==> src/rtl/add_arbiter.sv <==
// Two-requester round-robin front end for a shared external 32-bit adder.
// Optional signed-overflow output is enabled by defining ADD_ARB_OVF_EN.
module add_arbiter #(
    parameter int W       = 32,
    parameter bit RR_INIT = 1'b1
) (
    input  logic         clock,
    input  logic         clear,
    input  logic         req0,
    input  logic [W-1:0] a0,
    input  logic [W-1:0] b0,
    input  logic         cin0,
    input  logic         req1,
    input  logic [W-1:0] a1,
    input  logic [W-1:0] b1,
    input  logic         cin1,
    output logic         gnt0,
    output logic         gnt1,
    output logic         done0,
    output logic         done1,
    output logic [W-1:0] sum_out,
    output logic         cout_out,
    output logic [W-1:0] add_a,
    output logic [W-1:0] add_b,
    output logic         add_cin,
    input  logic [W-1:0] add_sum,
    input  logic         add_cout
`ifdef ADD_ARB_OVF_EN
    ,
    output logic         ovf_out
`endif
);

    typedef enum logic [1:0] {IDLE, EXEC, RESP} state_t;

    state_t       r_state;
    logic         r_last;
    logic         r_win;
    logic [W-1:0] r_opA;
    logic [W-1:0] r_opB;
    logic         r_opCin;
    logic         r_gnt0;
    logic         r_gnt1;
    logic         r_done0;
    logic         r_done1;
    logic [W-1:0] r_sum;
    logic         r_cout;
    logic         w_pick1;

    // Requester 1 wins when it is alone, or when both ask and 0 was served last.
    assign w_pick1 = req1 & (~req0 | ~r_last);

    always_ff @(posedge clock) begin
        if (clear) begin
            r_state <= IDLE;
            r_last  <= RR_INIT;
            r_win   <= 1'b0;
            r_opA   <= '0;
            r_opB   <= '0;
            r_opCin <= 1'b0;
            r_gnt0  <= 1'b0;
            r_gnt1  <= 1'b0;
            r_done0 <= 1'b0;
            r_done1 <= 1'b0;
            r_sum   <= '0;
            r_cout  <= 1'b0;
        end else begin
            r_gnt0  <= 1'b0;
            r_gnt1  <= 1'b0;
            r_done0 <= 1'b0;
            r_done1 <= 1'b0;
            case (r_state)
                IDLE: begin
                    if (req0 | req1) begin
                        r_opA   <= w_pick1 ? a1 : a0;
                        r_opB   <= w_pick1 ? b1 : b0;
                        r_opCin <= w_pick1 ? cin1 : cin0;
                        r_win   <= w_pick1;
                        r_last  <= w_pick1;
                        r_gnt0  <= ~w_pick1;
                        r_gnt1  <= w_pick1;
                        r_state <= EXEC;
                    end
                end
                EXEC: begin
                    r_sum   <= add_sum;
                    r_cout  <= add_cout;
                    r_done0 <= ~r_win;
                    r_done1 <= r_win;
                    r_state <= RESP;
                end
                RESP: begin
                    r_state <= IDLE;
                end
                default: begin
                    r_state <= IDLE;
                end
            endcase
        end
    end

`ifdef ADD_ARB_OVF_EN
    logic r_ovf;

    // Signed overflow: like-signed operands producing a result of the other sign.
    always_ff @(posedge clock) begin
        if (clear) begin
            r_ovf <= 1'b0;
        end else if (r_state == EXEC) begin
            r_ovf <= (r_opA[W-1] == r_opB[W-1]) && (add_sum[W-1] != r_opA[W-1]);
        end
    end

    assign ovf_out = r_ovf;
`endif

    assign gnt0     = r_gnt0;
    assign gnt1     = r_gnt1;
    assign done0    = r_done0;
    assign done1    = r_done1;
    assign sum_out  = r_sum;
    assign cout_out = r_cout;
    assign add_a    = r_opA;
    assign add_b    = r_opB;
    assign add_cin  = r_opCin;

endmodule

==> config.mk <==
export PLATFORM = sky130hd
export DESIGN_NAME = add_arbiter
export DESIGN_NICKNAME = d
export VERILOG_FILES = /design/src/rtl/add_arbiter.sv
export SDC_FILE = /design/constraint.sdc
export NUM_CORES = 1
export LEC_CHECK = 0
export CAP_MARGIN = 30
export CORE_ASPECT_RATIO = 0.5
export CORE_MARGIN = 2
export CORE_UTILIZATION = 41
export DETAILED_ROUTE_END_ITERATION = 16
export PLACE_DENSITY = 0.86
export SYNTH_ARGS = -nofsm -noshare
export SYNTH_HDL_FRONTEND = slang
export SYNTH_SLANG_ARGS = --single-unit
==> constraint.sdc <==
create_clock -name clock -period 2.4 [get_ports clock]
set_clock_uncertainty 0.1 [all_clocks]
set_input_delay 0.48 -clock clock [delete_from_list [all_inputs] [get_ports clock]]
set_output_delay 0.48 -clock clock [all_outputs]
set_load 0.01 [all_outputs]
== After elaboration in Yosys (flattened, before gate mapping) ==
Cells that the tools add are included.

* Input bits: 167
* Output and inout port bits: 102
* Register bits after elaboration: 106

* Multiplexer cells: 5
* Reduce and logical (&&, ||, !) cells: 4
* Bitwise operators: 10
* Equal/unequal tests: 2

{| class="wikitable"
|+ Operators with widths
! operator !! number
|-
| two-way mux 32 bit || 2
|-
| inverter 1 bit || 7
|-
| one-hot mux 2 bit (2 select lines) || 1
|-
| OR reduction 3 bit || 1
|-
| == test 2 x 1 -> 1 bit, second input constant || 1
|-
| zero test 2 bit || 1
|-
| two-way mux 2 bit || 1
|-
| != test 2 bit, second input constant || 1
|-
| bitwise OR 1 bit || 2
|-
| AND reduction 2 bit || 1
|-
| OR reduction 2 bit || 1
|-
| bitwise AND 1 bit || 1
|-
| two-way mux 1 bit || 1
|}

== Longest topological paths before layout ==
* Depth in word-level cells: 4
* Depth in mapped cells: 6

== Worst setup path before layout ==
OpenSTA, ideal clock, no wires.

* Kind: input -> register
* Start: input clear
* End: register r_opA[0] (netlist: add_a[0])
* Library setup time: 147 ps
* Buffers on the path: 3
* Setup slack: 788 ps
* Stages on the path: 4
* Data arrival time: 1365 ps
* Cell sequence: buf_2 > clkbuf_1 > clkbuf_1 > a311oi_2

{| class="wikitable"
|+ RTL lines
! item !! line !! RTL
|-
| start: declaration || 8 || <nowiki>input logic clear,</nowiki>
|-
| end signal: assignment || 75 || <nowiki>r_opA <= w_pick1 ? a1 : a0;</nowiki>
|-
| end: declaration || 39 || <nowiki>logic [W-1:0] r_opA;</nowiki>
|}

No word-level cell between the ends.

== Worst setup path after layout ==
* Start: input req0
* End: register r_opA[11] (netlist: add_a[11])

* Longest elaborated chain between the ends: 4
* Elaborated cells between the ends (all ways): 6

{| class="wikitable"
|+ Ends and longest elaborated chain
! item !! line !! RTL
|-
| start: declaration || 9 || <nowiki>input logic req0,</nowiki>
|-
| inverter 1 bit || 51 || <nowiki>assign w_pick1 = req1 & (~req0 | ~r_last);</nowiki>
|-
| bitwise OR 1 bit || 51 ||
|-
| bitwise AND 1 bit || 51 ||
|-
| two-way mux 32 bit || 75 ||
|}

Several ways; a longest one is shown, not always the timed one.
A chain may end at the register's enable or synchronous reset.

==> results.tsv <==
stage	metric	value	unit
yosys	synth_warnings	0	
power	peakVddDrop	354	uV
yosys	synth_area	4630	um^2
power	totalPowerFinal	4.83	mW
min_path	hold_end	done0$_SDFF_PP0_	
critical_path	cp_top_family	buffers and inverters	
timing	worst_slew_pin_slew	0.648	ns
min_path	min-delay-path-class	reg -> reg	
clock_tree	cts_root_buf	clkbuf_16	
floorplanning	ios	269	
clock_tree	clock_latency	0.35	ns
route	drc	0	
yosys	ys_ff_latch	106	
global_route	track_usage	25.0	%
critical_path	worstSetupStartpointType	input port	
clock_tree	htree_levels	3	
yosys	synth-edff-count	0	
clock_tree	clkSlewWorstSetupHoldPaths	0.08	ns
route	drt_iter0_drc	363	
critical_path	worst_ep_required_time	2.54	ns
route	routed_wl	15600	um
critical_path	r2r_end	add_b[10]$_SDFFE_PP0P_	
finish	area_growth	66.6	%
clock_tree	cts_resized	0	
floorplanning	start_util	42.0	%
global_route	grt_pass1_vias	4827	
critical_path	critical-path-max-stage-delay	0.49	ns
floorplanning	die_w	154	um
global_route	grt_antenna_before_repair	0	
yosys	syn_nets	708	
critical_path	critPathKind	in -> reg	
floorplanning	fp.dieArea	12200	um^2
global_route	grt_overflow_total	0	
yosys	synthArstFlopShare	0	%
min_path	min_from	r_win$_SDFFE_PP0P_	
yosys	ys_seq_area_share	45.8	%
clock_tree	cts_sinks	106	
timing	fmax	523	MHz
timing	hold_violations	0	
clock_tree	cts_tree	built	
timing	slew_viol_final	0	
yosys	ys_types	21	
route	num_vias	4874	
finish	nNetsFinal	946	
power	p_leak	2.80	nW
power	power_density	626	nW/um^2
job	drv_cap	0	
route	dr.pass1.iters	4	
finish	final_common_cell	clkdlybuf4s50_1	
placement	hpwl	11100	um
critical_path	cp-end-kind	flip-flop	
timing	rsz0062_at_grt	false	
clock_tree	post_cts_buffers	0	
finish	diodes	0	
critical_path	arrival	2.05	ns
route	via_per_inst	5.25	
global_route	grt_max_degree	71	
placement	gp_congestion	0.854	
critical_path	cpMaxStageDelayCell	clkdlybuf4s50_1	
floorplanning	rows	27	
critical_path	path_buf_inv	2	
route	wire_per_inst	16.8	um
floorplanning	core	11000	um^2
finish	most-common-layout-cells	267 x clkdlybuf4s50_1, 199 x nand2_1, 106 x dfxtp_1	
yosys	synth_area_per_cell	8.56	um^2
timing	finalSetupTns	0	ns
critical_path	cp_max_fo	18	
route	postRouteAntennaNets	0	
timing	final.period_utilization	79.7	%
critical_path	timing.rr.start	r_state[1]$_SDFFE_PP0P_	
yosys	synth_flop_cell	dfxtp_1	
global_route	grt_pass1_wl	24600	um
finish	fillerInstances	830	
clock_tree	cts_hold_buf	0	
critical_path	rrSetupSlack	0.85	ns
clock_tree	numCtsBuffers	9	
floorplanning	die_h	79.2	um
timing	fin_crit	1.91	ns
placement	io_buffers	268	
yosys	synth_cells	541	
timing	slew_headroom	56.8	%
finish	drive_above_1_share	11.4	%
critical_path	crit_path_cell_trace	clkdlybuf4s50_1 -> or2_2 -> and2_4 -> buf_4 -> a311oi_1	
min_path	whs_path_depth	1	
critical_path	ff2ff_path_depth	4	
timing	finalSetupViolations	0	
clock_tree	clk_path_buf_depth	2	
status	status	completed	
==> worst max-delay path by stage <==
stage | depth (start not counted) | slack, ns | to | startpoint
after CTS | 5 | 0.49 | add_a[11]$_SDFFE_PP0P_ | req0
final | 5 | 0.49 | add_a[11]$_SDFFE_PP0P_ | req0
after detailed placement | 5 | 0.13 | add_a[11]$_SDFFE_PP0P_ | req0
after global placement | 5 | 0.19 | add_b[11]$_SDFFE_PP0P_ | req0
after global routing | 5 | 0.40 | add_a[11]$_SDFFE_PP0P_ | req0
after floorplan | 4 | 0.79 | add_a[0]$_SDFFE_PP0P_ | clear
==> through the flow <==
stage	instance area (um^2)	cells	util (%)	setup WS, ns	hold slack (ns)
2_1_floorplan	4630	541	-	0.788	0.306
3_3_place_gp	7430	913	67.5	0.189	0.334
3_5_place_dp	7430	913	67.5	0.132	0.329
4_1_cts	7720	929	70.1	0.494	0.334
5_1_grt	7720	929	70.1	0.404	0.368
6_report	7720	929	70.1	0.488	0.333
==> where the power goes <==
group	switching, mW	internal, mW	leakage (nW)
Clock	0.688	0.721	0.138
Sequential	0.0941	1.93	0.876
Combinational	0.630	0.765	1.79
Total	1.41	3.42	2.80
==> routing by layer <==
metal  global-route usage (%)  vias to the layer above  share of wire, %
li1                         -                     2370                 -
met1                     28.5                     2270                40
met2                     45.9                      191                51
met3                     5.02                       43               5.6
met4                     11.2                        0               3.5
met5                        0                        -                 0
==> flip-flops by register name, summed over array words and instances (netlist names), 2 cells and up <==
signal,cells
add_a,32
add_b,32
sum_out,32
r_state,2
==> kinds of logic after synthesis <==
| kind of cell | synth area share [%] |
|---|---|
| DFF | 45.8 |
| AOI/OAI and AO/OA | 30.6 |
| buffers and inverters | 5.94 |
| and+or+nand+nor | 17.6 |
==> final cells by class <==
type | instances | area [um^2] | area share (%)
clock inverter | 7 | 58.8 | 0.762
sequential | 106 | 2120 | 27.5
tap | 145 | 181 | 2.35
clock buffer | 9 | 225 | 2.92
multi-input combinational | 379 | 2250 | 29.1
timing repair buffer | 283 | 2880 | 37.3
==> worst reg2reg max path: stages (launching register included) <==
cell	delay [ns]
dfxtp_1	0.35
nor2_4	0.16
and2_4	0.35
buf_4	0.31
a311oi_2	0.13
==> cells in the mapped netlist, types with 2 or more instances <==
library cell	number	area [um^2]
buf_2	10	50.1
buf_4	2	15.0
a21bo_2	2	20.0
clkbuf_1	37	139
a311oi_2	50	751
dfxtp_1	106	2120
a311oi_1	15	131
buf_6	6	67.6
nor2_1	3	11.3
nor3_1	2	10.0
nor2b_1	2	12.5
a21oi_1	99	495
nand2_1	199	747
Note: power is estimated with default switching activity, not from simulation.
